## src/rtl/aes_block_loader_pkg.sv

```systemverilog
// -----------------------------------------------------------------------------
// aes_pkg
// Shared constants and types for the AES-128 block loader.
//   AES_BLK_W    : block / key width (128)
//   AES_WORD_W   : plaintext stream word width (32)
//   AES_START_TO : default cycles allowed in WAIT_LOW for core_ready to fall
//   aes_state_e  : loader FSM states
// -----------------------------------------------------------------------------
package aes_pkg;

   localparam int AES_BLK_W    = 128;
   localparam int AES_WORD_W   = 32;
   localparam int AES_START_TO = 4;

   typedef enum logic [1:0] {
      IDLE,
      START,
      WAIT_LOW,
      WAIT_HIGH
   } aes_state_e;

endpackage

```

## src/rtl/aes_block_loader_if.sv

```systemverilog
// -----------------------------------------------------------------------------
// Interfaces of the AES block loader.
//   aes_stream_if : 32-bit plaintext word stream, valid/ready.
//                   master = word source, slave = loader.
//   aes_core_if   : start/ready handshake plus block and key to the AES core.
//                   master = loader, slave = core.
// -----------------------------------------------------------------------------
interface aes_stream_if;
   import aes_pkg::*;

   logic                  s_valid;
   logic                  s_ready;
   logic [AES_WORD_W-1:0] s_data;

   modport master (output s_valid, output s_data, input  s_ready);
   modport slave  (input  s_valid, input  s_data, output s_ready);
endinterface

interface aes_core_if;
   import aes_pkg::*;

   logic                 core_start;
   logic                 core_ready;
   logic [AES_BLK_W-1:0] core_data;
   logic [AES_BLK_W-1:0] core_key;

   modport master (output core_start, output core_data, output core_key,
                   input  core_ready);
   modport slave  (input  core_start, input  core_data, input  core_key,
                   output core_ready);
endinterface

```

## src/rtl/aes_block_loader_packer.sv

```systemverilog
// -----------------------------------------------------------------------------
// aes_word_packer
// Assembles four 32-bit stream words into one 128-bit block, MSW first
// (word0 -> [127:96], word3 -> [31:0]). Once four words are in, the buffer
// reports full and stops accepting until the owner takes the block.
// Ports:
//   clk, rst : clock, asynchronous active-high reset
//   s        : word stream (slave side); s_ready = !full
//   i_take   : owner copies o_fill this cycle; clears full
//   o_fill   : assembled block
//   o_full   : four words present, waiting to be taken
// -----------------------------------------------------------------------------
module aes_word_packer
   import aes_pkg::*;
(
   input  logic                 clk,
   input  logic                 rst,
   aes_stream_if.slave          s,
   input  logic                 i_take,
   output logic [AES_BLK_W-1:0] o_fill,
   output logic                 o_full
);

   logic [AES_BLK_W-1:0] r_fill;
   logic [1:0]           r_cnt;
   logic                 r_full;
   logic                 w_accept;

   // Ready comes straight from the full flop: no same-cycle bypass.
   assign s.s_ready = ~r_full;
   assign w_accept  = s.s_valid & ~r_full;
   assign o_fill    = r_fill;
   assign o_full    = r_full;

   // NOTE: sequential state uses non-blocking (<=) so every flop samples the
   // pre-edge values and simulation matches the synthesized registers.
   always_ff @(posedge clk or posedge rst) begin
      if (rst) begin
         r_fill <= '0;
         r_cnt  <= '0;
         r_full <= 1'b0;
      end else if (w_accept) begin
         r_fill <= {r_fill[AES_BLK_W-AES_WORD_W-1:0], s.s_data};
         r_cnt  <= r_cnt + 2'd1;
         if (r_cnt == 2'd3) begin
            r_full <= 1'b1;
         end
      end else if (i_take) begin
         // Take only happens while full, when no word can be accepted.
         r_full <= 1'b0;
      end
   end

endmodule

```

## src/rtl/aes_block_loader.sv

```systemverilog
// -----------------------------------------------------------------------------
// aes_block_loader
// Feeds the AES-128 core: packs the plaintext stream into blocks, double
// buffers them (fill buffer in the packer, hold buffer here), holds the key,
// pulses core_start and tracks the core's ready handshake.
// Ports:
//   clk, rst    : clock, asynchronous active-high reset
//   s_if        : plaintext word stream (slave)
//   core_if     : start/ready handshake, block and key to the core (master)
//   key_load    : load key_in; honoured only in IDLE
//   key_in      : cipher key
//   busy        : hold buffer in use (state != IDLE)
//   blk_done    : one-cycle pulse when the core returns to ready
//   err_timeout : one-cycle pulse when core_ready never fell after start
//   key_err     : one-cycle pulse when key_load was ignored
//   blk_count   : completed blocks, wraps
// -----------------------------------------------------------------------------
module aes_block_loader
   import aes_pkg::*;
#(
   parameter int START_TO = AES_START_TO,
   parameter int CNT_W    = 16
) (
   input  logic                 clk,
   input  logic                 rst,
   aes_stream_if.slave          s_if,
   aes_core_if.master           core_if,
   input  logic                 key_load,
   input  logic [AES_BLK_W-1:0] key_in,
   output logic                 busy,
   output logic                 blk_done,
   output logic                 err_timeout,
   output logic                 key_err,
   output logic [CNT_W-1:0]     blk_count
);

   localparam int TO_W = $clog2(START_TO + 1);

   aes_state_e           r_state, w_state_nxt;
   logic [AES_BLK_W-1:0] r_hold;
   logic [AES_BLK_W-1:0] r_key;
   logic [TO_W-1:0]      r_to_cnt;
   logic                 r_done;
   logic                 r_timeout;
   logic                 r_key_err;
   logic [CNT_W-1:0]     r_blk_count;

   logic [AES_BLK_W-1:0] w_fill;
   logic                 w_fill_full;
   logic                 w_take;
   logic                 w_done;
   logic                 w_timeout;
   logic                 w_to_clr;
   logic                 w_to_inc;

   aes_word_packer u_packer (
      .clk    (clk),
      .rst    (rst),
      .s      (s_if),
      .i_take (w_take),
      .o_fill (w_fill),
      .o_full (w_fill_full)
   );

   always_ff @(posedge clk or posedge rst) begin
      if (rst) r_state <= IDLE;
      else     r_state <= w_state_nxt;
   end

   // NOTE: every signal driven here gets a default first, so no path leaves
   // one unassigned and no latch is inferred.
   always_comb begin
      w_state_nxt = r_state;
      w_take      = 1'b0;
      w_done      = 1'b0;
      w_timeout   = 1'b0;
      w_to_clr    = 1'b0;
      w_to_inc    = 1'b0;
      case (r_state)
         IDLE: begin
            if (w_fill_full) begin
               w_take      = 1'b1;
               w_state_nxt = START;
            end
         end
         START: begin
            w_to_clr    = 1'b1;
            w_state_nxt = WAIT_LOW;
         end
         WAIT_LOW: begin
            if (!core_if.core_ready) begin
               w_state_nxt = WAIT_HIGH;
            end else if (r_to_cnt == TO_W'(START_TO - 1)) begin
               // START_TO-th cycle in WAIT_LOW with the core still idle.
               w_timeout   = 1'b1;
               w_state_nxt = IDLE;
            end else begin
               w_to_inc = 1'b1;
            end
         end
         WAIT_HIGH: begin
            if (core_if.core_ready) begin
               w_done      = 1'b1;
               w_state_nxt = IDLE;
            end
         end
         default: w_state_nxt = IDLE;
      endcase
   end

   // NOTE: hold and key are plain flop registers, not RAM, so they are reset;
   // the core then sees zeros rather than stale data after a reset.
   always_ff @(posedge clk or posedge rst) begin
      if (rst) begin
         r_hold      <= '0;
         r_key       <= '0;
         r_to_cnt    <= '0;
         r_done      <= 1'b0;
         r_timeout   <= 1'b0;
         r_key_err   <= 1'b0;
         r_blk_count <= '0;
      end else begin
         // Hold is only written on the IDLE transfer, so core_data is stable
         // for the whole core run.
         if (w_take) r_hold <= w_fill;
         if (key_load && (r_state == IDLE)) r_key <= key_in;
         if (w_to_clr)      r_to_cnt <= '0;
         else if (w_to_inc) r_to_cnt <= r_to_cnt + TO_W'(1);
         r_done    <= w_done;
         r_timeout <= w_timeout;
         r_key_err <= key_load && (r_state != IDLE);
         if (w_done) r_blk_count <= r_blk_count + CNT_W'(1);
      end
   end

   // START lasts exactly one cycle and is always followed by a WAIT state,
   // giving a single start pulse with a low gap before the next one.
   assign core_if.core_start = (r_state == START);
   assign core_if.core_data  = r_hold;
   assign core_if.core_key   = r_key;
   assign busy               = (r_state != IDLE);
   assign blk_done           = r_done;
   assign err_timeout        = r_timeout;
   assign key_err            = r_key_err;
   assign blk_count          = r_blk_count;

endmodule

```

## src/flat_wrapper.sv

```systemverilog
// flat-port wrapper written by rule: the top's interface ports become plain ports
module aes_block_loader_flat import aes_pkg::*;
#(
   parameter int START_TO = AES_START_TO,
   parameter int CNT_W    = 16
)
  (clk, rst, key_load, key_in, busy, blk_done, err_timeout, key_err, blk_count, s_if_s_valid, s_if_s_data, s_if_s_ready, core_if_core_start, core_if_core_data, core_if_core_key, core_if_core_ready);
  aes_stream_if s_if_i ();
  aes_core_if core_if_i ();
  input  logic clk;
  input  logic rst;
  input  logic key_load;
  input  logic [AES_BLK_W-1:0] key_in;
  output logic busy;
  output logic blk_done;
  output logic err_timeout;
  output logic key_err;
  output logic [CNT_W-1:0] blk_count;
  input wire logic [$bits(s_if_i.s_valid)-1:0] s_if_s_valid;
  input wire logic [$bits(s_if_i.s_data)-1:0] s_if_s_data;
  output wire logic [$bits(s_if_i.s_ready)-1:0] s_if_s_ready;
  output wire logic [$bits(core_if_i.core_start)-1:0] core_if_core_start;
  output wire logic [$bits(core_if_i.core_data)-1:0] core_if_core_data;
  output wire logic [$bits(core_if_i.core_key)-1:0] core_if_core_key;
  input wire logic [$bits(core_if_i.core_ready)-1:0] core_if_core_ready;
  assign s_if_i.s_valid = s_if_s_valid;
  assign s_if_i.s_data = s_if_s_data;
  assign s_if_s_ready = s_if_i.s_ready;
  assign core_if_core_start = core_if_i.core_start;
  assign core_if_core_data = core_if_i.core_data;
  assign core_if_core_key = core_if_i.core_key;
  assign core_if_i.core_ready = core_if_core_ready;
  aes_block_loader #(.START_TO(START_TO), .CNT_W(CNT_W)) u_core (.clk(clk), .rst(rst), .s_if(s_if_i), .core_if(core_if_i), .key_load(key_load), .key_in(key_in), .busy(busy), .blk_done(blk_done), .err_timeout(err_timeout), .key_err(key_err), .blk_count(blk_count));
endmodule
```

## config.mk

```make
export PLATFORM = sky130hd
export DESIGN_NAME = aes_block_loader_flat
export DESIGN_NICKNAME = d
export VERILOG_FILES = /design/src/rtl/aes_block_loader_pkg.sv /design/src/rtl/aes_block_loader_if.sv /design/src/rtl/aes_block_loader_packer.sv /design/src/rtl/aes_block_loader.sv /design/src/flat_wrapper.sv
export SDC_FILE = /design/constraint.sdc
export NUM_CORES = 1
export LEC_CHECK = 0
export ABC_AREA = 1
export CELL_PAD_IN_SITES_DETAIL_PLACEMENT = 1
export CELL_PAD_IN_SITES_GLOBAL_PLACEMENT = 1
export CORE_MARGIN = 5
export CORE_UTILIZATION = 35
export DETAILED_ROUTE_END_ITERATION = 16
export HOLD_SLACK_MARGIN = 0.03
export PLACE_DENSITY = 0.82
export SYNTH_ARGS = -nofsm -noshare
export SYNTH_HDL_FRONTEND = slang
export SYNTH_SLANG_ARGS = --single-unit
```

## constraint.sdc

```tcl
create_clock -name clk -period 24.7 [get_ports clk]
set_input_delay 4.94 -clock clk [delete_from_list [all_inputs] [get_ports clk]]
set_output_delay 4.94 -clock clk [all_outputs]
set_load 0.02 [all_outputs]
```

==> metrics.csv, run 1 <==
metric,value,unit
largest net degree at the start of global routing,136,
crit-path max cell delay,900,ps
Bufs on Longest Clock Path,3,
synthesized instance count,1373,
Synth Net Count,1542,
initial antenna violation count,11,
final setup TNS,0,ps
switch share,37.2,%
synth cell count leaders,"dfrtp_1 (411), nand2_1 (326), o21ai_0 (169), mux2_2 (129), inv_1 (117)",
outcome,"finished, final reports clean",
TritonCTS clock tree,yes,
worst r2r src,u_core.u_packer.o_full$_DFFE_PP0P_,
Final min period,7450,ps
initial drt markers,658,
worst hold path type,reg -> reg,
total of max-cap violations,0,
worst hold start,u_core.core_if.core_data[114]$_DFFE_PP0P_,
combinational power share,41.2,%
# port buffers,442,
Syn Area/Cell,11.3,um2
"top cells by area, synth","dfrtp_1 (66%), mux2_2 (9.4%), nand2_1 (7.9%)",
Post-CTS Resized,0,
post-DR vias/cell,4.68,
CP most frequent cell,buf_4,
RD Place Congestion,0.830,
Tightest Pin Transition,1150,ps
Final Slew Violations,0,
vias in the first global route,12300,
# H-tree levels,2,
"Hold Vio Cnt, Final",0,
worst vdd ir,0.0727,mV
worst skew pair latency,570,ps
critical path launch point,s_if_s_valid,
"Seq/Total Area, Yosys",66.4,%
fin util,49.6,%
WP data arrival,7930,ps
cells along the critical path,clkdlybuf4s50_1 > nand2_4 > buf_4 > buf_4 > nor2_1 > a21oi_1,
Total Power,3.15,mW
post-CTS setup buffer count,0,
GR Overflow Total,0,
Layout Area Growth over Synthesis,40.9,%
Seq cells post-synth,411,
final period utilization,30.1,%
sw power,1.17,mW
vias after detailed routing,11400,
post-synthesis cell type count,27,
first-pass GRT wire length,73500,um
Max Clock Freq,0.134,GHz
sequential share of power,36.9,%
Crit. End Element,flop,
Main synth FF type,dfrtp_1,
Clock power frac,21.9,%
yosys warns,0,
core area,44000,um2
Final #Nets,1969,
fraction of layout cells with a size suffix above 1,11.8,%
synthesized cell area,15500,um2
final setup vio count,0,
power per cell area,144,nW/um2
clock sinks,411,
Initial Util,35.2,%
Tot GR Track Use,19.5,%
Yosys top cell by area,dfrtp_1,
Detail Route Antenna Nets,0,
Setup CP Type,in -> reg,
Root Driver,clkbuf_16,
drt wl/cell,20.1,um
Die H,220,um
Async SR Flop Fraction,100,%
IO Pins,443,
Core Rows,77,
Routed WL,48900,um
Clock Skew,19.1,ps
Setup crit start kind,input pin,
RSZ-0062 raised after global routing,false,
CTS Hold Bufs,0,
Worst Path Required,25180,ps
Detailed Place HPWL,35400,um
critical path's slowest cell,buf_4,
clock-pin slew on the worst setup and hold paths,60,ps
crit-path max FO,113,
LEAKAGE,9.96,nW
drt drc,0,
post-synth top area share,66.4,%
die area,48600,um2
most frequent cell after synthesis,dfrtp_1,
die width,220,um
TritonRoute pass-1 iters,4,
Max-slew headroom,23.1,%
Internal Pwr Total,1.97,mW
CTS Buf Count,44,
Post-synth EDFFs,0,
-- critical path, delay by kind of cell --
| family | cells | cell delay (ps) |
|---|---|---|
| AO/OA/AOI/OAI | 1 | 190 |
| AND/OR/NAND/NOR | 2 | 530 |
| buffers and inverters | 3 | 2160 |
-- placed cells by master (no fill, tap or decap), drive strengths merged --
master         synthesis  layout
nand3                 12      12
clkbuf                18      65
xnor2                  4       4
xor2                   7       7
bufinv                 0       4
mux2                 129     129
nand3b                 1       1
clkdlybuf4s50          0     442
inv                  119     121
diode                  0       8
o21bai                 1       1
a211oi                 1       1
nor3                   1       1
ha                     4       4
nand4                  2       2
clkinv                 0       7
nand2                326     326
dfrtp                411     411
buf                   51       8
o21ai                197     197
a21oi                 33      33
nor2                  55      55
o2111ai                1       1
-- layout make-up --
type / count / area, um2
clock inverters: 13 / 195
diodes: 8 / 20.0
inverters: 119 / 459
fillers: 4729 / 22200
flip-flops and latches: 411 / 10300
clock buffers: 65 / 1330
well taps: 592 / 741
repair buffers: 450 / 4480
multi-input cells: 774 / 4320
-- cells by family (layout without fill, tap and decap cells) --
family / count (synthesis) / after routing / synth area share, %
compound gates: 233 / 233 / 7.58
xor+xnor: 11 / 11 / 0.622
fa+ha+maj: 4 / 4 / 0.323
buf+inv: 188 / 647 / 5.83
flops: 411 / 411 / 66.4
mux: 129 / 129 / 9.37
other cells: 0 / 8 / 0
simple gates: 397 / 397 / 9.90
-- state kept, by name, summed over array words and instances, names as in the netlist --
register and cells:
u_core.key_err 1, u_core.core_if.core_data 128, u_core.u_packer.o_full 1, u_core.u_packer.r_cnt 2, u_core.err_timeout 1, u_core.u_packer.o_fill 128, u_core.blk_done 1, u_core.r_state 2
u_core.r_to_cnt 3, u_core.blk_count 16, u_core.core_if.core_key 128
-- stage by stage --
stage	hold slack, ps	cells	cell area, um2	worst slack (ps)
final	475	2432	21800	17250
after floorplan	449	1373	15500	8320
after CTS	478	2424	21800	17180
after detailed placement	463	2346	20300	16560
after global routing	498	2432	21800	16800
after global placement	457	2346	20300	16660
-- power by group through the flow --
| stage | clock [mW] | combinational [mW] | sequential (mW) |
|---|---|---|---|
| after floorplan | 0 | 0.465 | 1.38 |
| after global routing | 0.738 | 1.40 | 1.20 |
| final | 0.687 | 1.30 | 1.16 |
| after CTS | 0.708 | 1.32 | 1.17 |
| after global placement | 0 | 1.26 | 1.15 |
| after detailed placement | 0 | 1.31 | 1.17 |
-- worst paths after layout --
kind	end	slack, ps	cells after the start
max	u_core.u_packer.o_fill[14]$_DFFE_PP0P_	17250	6
max in group asynchronous	u_core.core_if.core_key[24]$_DFFE_PP0P_	17330	4
min in group asynchronous	u_core.core_if.core_key[64]$_DFFE_PP0P_	4970	2
min reg2reg	u_core.core_if.core_data[114]$_DFFE_PP0P_	470	2
min	u_core.core_if.core_data[114]$_DFFE_PP0P_	470	2
max reg2reg	u_core.u_packer.o_fill[14]$_DFFE_PP0P_	21600	6
-- routing by layer --
layer  share of wire [%]  GRT usage (%)  up-vias
met1                  36           21.2     5678
met3                 9.7           7.51       81
met4                 3.3           8.05        2
met5               0.023              0        -
li1                    -              -     5286
met2                  51           34.0      328
Note: power is estimated with default switching activity, not from simulation.
==> inputs of run 2 (changes only) <==
==> constraint.sdc (replaced) <==
create_clock -name clk -period 7 [get_ports clk]
set_input_delay 1.4 -clock clk [delete_from_list [all_inputs] [get_ports clk]]
set_output_delay 1.4 -clock clk [all_outputs]
set_load 0.02 [all_outputs]
==> run 2 against run 1 <==
Critical path depth shrank 3. Hold slack lost 4.3 ps. Combinational power rose to 3.5 times the previous value. Design area rose by 0.60%. Wire length hardly changed. Highest routed layer is now met4.
==> metrics.csv, run 2 (synthesis results as in run 1) <==
metric,value,unit
Initial Util,35.2,%
Total Power,11.2,mW
worst reg-to-reg path cell count,7,
most frequent cells in the layout,"clkdlybuf4s50_1 (442), dfrtp_1 (411), nand2_1 (324)",
Max-slew headroom,16.4,%
power per cell area,510,nW/um2
Final Slew Violations,0,
Die H,220,um
outcome,"finished, final reports clean",
post-DR vias/cell,4.63,
RD Place Congestion,0.789,
initial drt markers,657,
Detailed Place HPWL,35000,um
Fin Hold WS,470,ps
Core Rows,77,
Post-CTS Resized,0,
Reg2Reg Capture Point,u_core.core_if.core_data[65]$_DFFE_PP0P_,
worst r2r src,u_core.r_state[1]$_DFFE_PP0P_,
"worst slack, placed",3340,ps
combinational power share,40.8,%
largest net degree at the start of global routing,259,
Clock Skew,18.0,ps
crit-path max FO,6,
WP data arrival,1980,ps
GR Overflow Total,0,
vias in the first global route,12500,
TritonCTS clock tree,yes,
worst hold endpoint,u_core.core_if.core_data[117]$_DFFE_PP0P_,
Setup crit start kind,flop,
switch share,37.2,%
Final #Nets,1972,
Layout Area Growth over Synthesis,41.8,%
Clock power frac,22.5,%
Final min period,3380,ps
CTS Buf Count,47,
final setup margin,3620,ps
clock sinks,411,
"Hold Vio Cnt, Final",0,
die width,220,um
first-pass GRT wire length,73600,um
Root Driver,clkbuf_16,
Non-Filler Instances,2445,
# H-tree levels,2,
drt wl/cell,20.0,um
# port buffers,442,
drt drc,0,
Reg2Reg Setup Slack,4180,ps
final setup TNS,0,ps
worst hold start,u_core.core_if.core_data[117]$_DFFE_PP0P_,
vias after detailed routing,11300,
CTS Hold Bufs,0,
IO Pins,443,
worst skew pair latency,570,ps
critical path's slowest cell,clkdlybuf4s50_1,
Setup CP Type,reg -> out,
Bufs on Longest Clock Path,3,
"commonest non-fill, non-tap cell in the layout",clkdlybuf4s50_1,
worst hold path type,reg -> reg,
TritonRoute pass-1 iters,4,
Worst Path Required,5600,ps
Crit. End Element,output pin,
Detail Route Antenna Nets,0,
hold path cells,2,
sequential share of power,36.7,%
fraction of layout cells with a size suffix above 1,12.1,%
crit-path max cell delay,610,ps
RSZ-0062 raised after global routing,false,
cells along the critical path,nor2_2 > inv_2 > clkdlybuf4s50_1,
final setup vio count,0,
clock-pin slew on the worst setup and hold paths,60,ps
final period utilization,48.3,%
Tightest Pin Transition,1250,ps
total of max-cap violations,0,
LEAKAGE,10.0,nW
sw power,4.16,mW
Internal Pwr Total,7.04,mW
worst vdd ir,0.255,mV
post-CTS setup buffer count,0,
Max Clock Freq,0.296,GHz
die area,48600,um2
placed insts,2346,
initial antenna violation count,12,
Routed WL,48800,um
core area,44000,um2
Tot GR Track Use,19.4,%
## run 2: cell count changes in the layout (fill, tap and decap cells not counted), sizes merged
cell,delta
clkbuf,-2
inv,-1
clkinv,+7
bufinv,+1
diode,+5
clkinvlp,+3
## run 2: metrics by stage
stage                     util [%]  cell area [um2]
after floorplan                  -            15500
after global placement        46.2            20300
after detailed placement      46.2            20300
after CTS                     49.8            21900
after global routing          49.9            22000
final                         49.9            22000
## run 2: worst max path at each step
stage | cells after the start | slack (ps) | start | to
floorplan | 1 | 60 | rst | u_core.blk_count[0]$_DFFE_PP0P_
global placement | 4 | 3410 | key_load | u_core.core_if.core_key[100]$_DFFE_PP0P_
detailed placement | 4 | 3340 | key_load | u_core.core_if.core_key[40]$_DFFE_PP0P_
CTS | 3 | 3570 | u_core.r_state[1]$_DFFE_PP0P_ | busy
global route | 3 | 3520 | u_core.r_state[0]$_DFFE_PP0P_ | core_if_core_start
finish | 3 | 3620 | u_core.r_state[1]$_DFFE_PP0P_ | busy
## run 2: power groups by stage
stage	clock network, mW	registers (mW)	logic, mW
after floorplan	0	4.85	1.64
after global placement	0	4.03	4.44
after detailed placement	0	4.13	4.63
after CTS	2.59	4.12	4.66
after global routing	2.71	4.24	4.96
final	2.52	4.11	4.58
## run 2: layout make-up
type                            count  area, um2
Sequential cell                   411      10300
Timing Repair Buffer              450       4520
Fill cell                        4715      22100
Clock inverter                     23        272
Antenna cell                       13       32.5
Multi-Input combinational cell    774       4320
Tap cell                          592        741
Clock buffer                       63       1340
Inverter                          119        455
## run 2: worst max-delay path, delay by kind of cell, from the launching register on
kind / cells / cell delay (ps)
buffers and inverters: 2 / 740
AND/OR/NAND/NOR: 1 / 240
flip-flops: 1 / 440
## run 2: metal layers
metal,wire length (um),track usage [%]
met1,18600,22.6
met2,24400,32.9
met3,4230,6.68
met4,1540,7.63
met5,0,0
==> inputs of run 3 (changes only) <==
--- a/config.mk
+++ b/config.mk
@@ -9,10 +9,10 @@
 export CELL_PAD_IN_SITES_DETAIL_PLACEMENT = 1
 export CELL_PAD_IN_SITES_GLOBAL_PLACEMENT = 1
 export CORE_MARGIN = 5
-export CORE_UTILIZATION = 35
+export CORE_UTILIZATION = 33
 export DETAILED_ROUTE_END_ITERATION = 16
 export HOLD_SLACK_MARGIN = 0.03
-export PLACE_DENSITY = 0.82
+export PLACE_DENSITY = 0.81
 export SYNTH_ARGS = -nofsm -noshare
 export SYNTH_HDL_FRONTEND = slang
 export SYNTH_SLANG_ARGS = --single-unit
==> constraint.sdc (replaced) <==
create_clock -name clk -period 2.8 [get_ports clk]
set_input_delay 0.56 -clock clk [delete_from_list [all_inputs] [get_ports clk]]
set_output_delay 0.56 -clock clk [all_outputs]
set_load 0.02 [all_outputs]
==> run 3 against run 2 <==
Utilization decreased by 2.2 points. Final cell count rose by 1.4%. Design area increased by 0.95%. Largest cell class unchanged. Highest routed layer unchanged. Wire length increased by 8.8%.
==> metrics.csv, run 3 (synthesis results as in run 1) <==
metric,value,unit
Layout fillers,4967,
total of max-cap violations,0,
CTS Buf Count,45,
final setup margin,346,ps
crit-path max FO,4,
Crit. End Element,output pin,
Detail Route Antenna Nets,0,
fraction of layout cells with a size suffix above 1,12.9,%
initial antenna violation count,18,
Setup crit start kind,flop,
die width,227,um
final period utilization,87.6,%
Final Slew Violations,0,
first-pass GRT wire length,79800,um
drt wl/cell,21.4,um
outcome,"finished, final reports clean",
GR Overflow Total,0,
Root Driver,clkbuf_16,
worst skew pair latency,570,ps
final setup TNS,0,ps
Max-slew headroom,54.1,%
Tot GR Track Use,20.1,%
worst hold start,u_core.core_if.core_data[120]$_DFFE_PP0P_,
DR top layer,met4,
Initial Util,33.4,%
Worst Path Required,2240,ps
TritonRoute pass-1 iters,5,
post-DR vias/cell,4.67,
"commonest non-fill, non-tap cell in the layout",clkdlybuf4s50_1,
Clock Skew,30.4,ps
Setup CP Type,reg -> out,
Bufs on Longest Clock Path,3,
Layout Area Growth over Synthesis,43.1,%
met3 wire length,4540,um
Post-CTS Resized,0,
vias in the first global route,12900,
# port buffers,442,
Die H,227,um
hold path cells,2,
post-CTS setup buffer count,0,
core area,46500,um2
# H-tree levels,2,
clock-pin slew on the worst setup and hold paths,60,ps
worst vdd ir,0.709,mV
Routed WL,53100,um
Met1 Routed Length,19500,um
routed wl met2,27200,um
die area,51400,um2
final setup vio count,0,
power per cell area,1270,nW/um2
IO Pins,443,
initial drt markers,628,
worst r2r src,u_core.r_state[1]$_DFFE_PP0P_,
CTS Hold Bufs,0,
Core Rows,79,
Max Clock Freq,0.408,GHz
Final min period,2450,ps
"Hold Vio Cnt, Final",0,
Reg2Reg Setup Slack,890,ps
Final #Nets,1992,
Tightest Pin Transition,688,ps
clock sinks,411,
drt drc,0,
RD Place Congestion,0.840,
vias after detailed routing,11600,
LEAKAGE,10.1,nW
most frequent cells in the layout,"clkdlybuf4s50_1 (442), dfrtp_1 (411), nand2_1 (324)",
Total Power,28.2,mW
RSZ-0062 raised after global routing,false,
TritonCTS clock tree,yes,
Detailed Place HPWL,38400,um
largest net degree at the start of global routing,109,
worst hold endpoint,u_core.core_if.core_data[120]$_DFFE_PP0P_,
worst reg-to-reg path cell count,7,
"worst slack, placed",476,ps
worst hold path type,reg -> reg,
Reg2Reg Capture Point,u_core.core_if.core_data[26]$_DFFE_PP0P_,
WP data arrival,1890,ps
post-route cell area,22200,um2
placed cell area,20600,um2
==> run 3: report_power, final <==
group | leakage [nW] | switching [mW] | total, mW | internal (mW)
combinational | 4.34 | 6.52 | 11.7 | 5.21
clock | 0.763 | 2.45 | 6.12 | 3.67
sequential | 5.01 | 1.63 | 10.3 | 8.68
==> run 3: cell type report <==
cell class                 instances  area (um2)  area share, %
sequential                       411       10300           46.4
antenna                           17        42.5          0.192
clock buffer                      60        1270           5.74
tap                              607         759           3.42
timing repair buffer             472        4770           21.5
multi-input combinational        774        4320           19.5
inverter                         119         455           2.05
clock inverter                    19         264           1.19
==> run 3: routing by layer <==
| layer | vias up | global-route usage, % |
|---|---|---|
| met5 | - | 0 |
| met4 | 0 | 9.33 |
| met3 | 76 | 6.38 |
| met2 | 367 | 34.8 |
| met1 | 5809 | 22.7 |
| li1 | 5323 | - |
==> run 3: worst max path at each step <==
stage                                   from                                       to  slack (ps)  depth (start not counted)
2_1_floorplan                            rst          u_core.blk_count[0]$_DFFE_PP0P_       -3300                          1
3_3_place_gp                        key_load  u_core.core_if.core_key[48]$_DFFE_PP0P_         600                          4
3_5_place_dp              core_if_core_ready         u_core.blk_count[10]$_DFFE_PP0P_         480                          8
4_1_cts        u_core.r_state[1]$_DFFE_PP0P_                                     busy         300                          3
5_1_grt        u_core.r_state[0]$_DFFE_PP0P_                       core_if_core_start         250                          3
6_report       u_core.r_state[0]$_DFFE_PP0P_                       core_if_core_start         350                          3
==> run 3: worst max-delay path: stages (launching register included) <==
cell             delay, ps
dfrtp_1                400
inv_1                   90
nor2_1                 150
clkdlybuf4s50_1        700
==> run 3: stage by stage <==
step	utilization (%)	hold slack (ps)	instances
2_1_floorplan	-	449	1373
3_3_place_gp	44.3	457	2383
3_5_place_dp	44.3	458	2383
4_1_cts	47.6	478	2462
5_1_grt	47.7	498	2478
6_report	47.7	469	2479
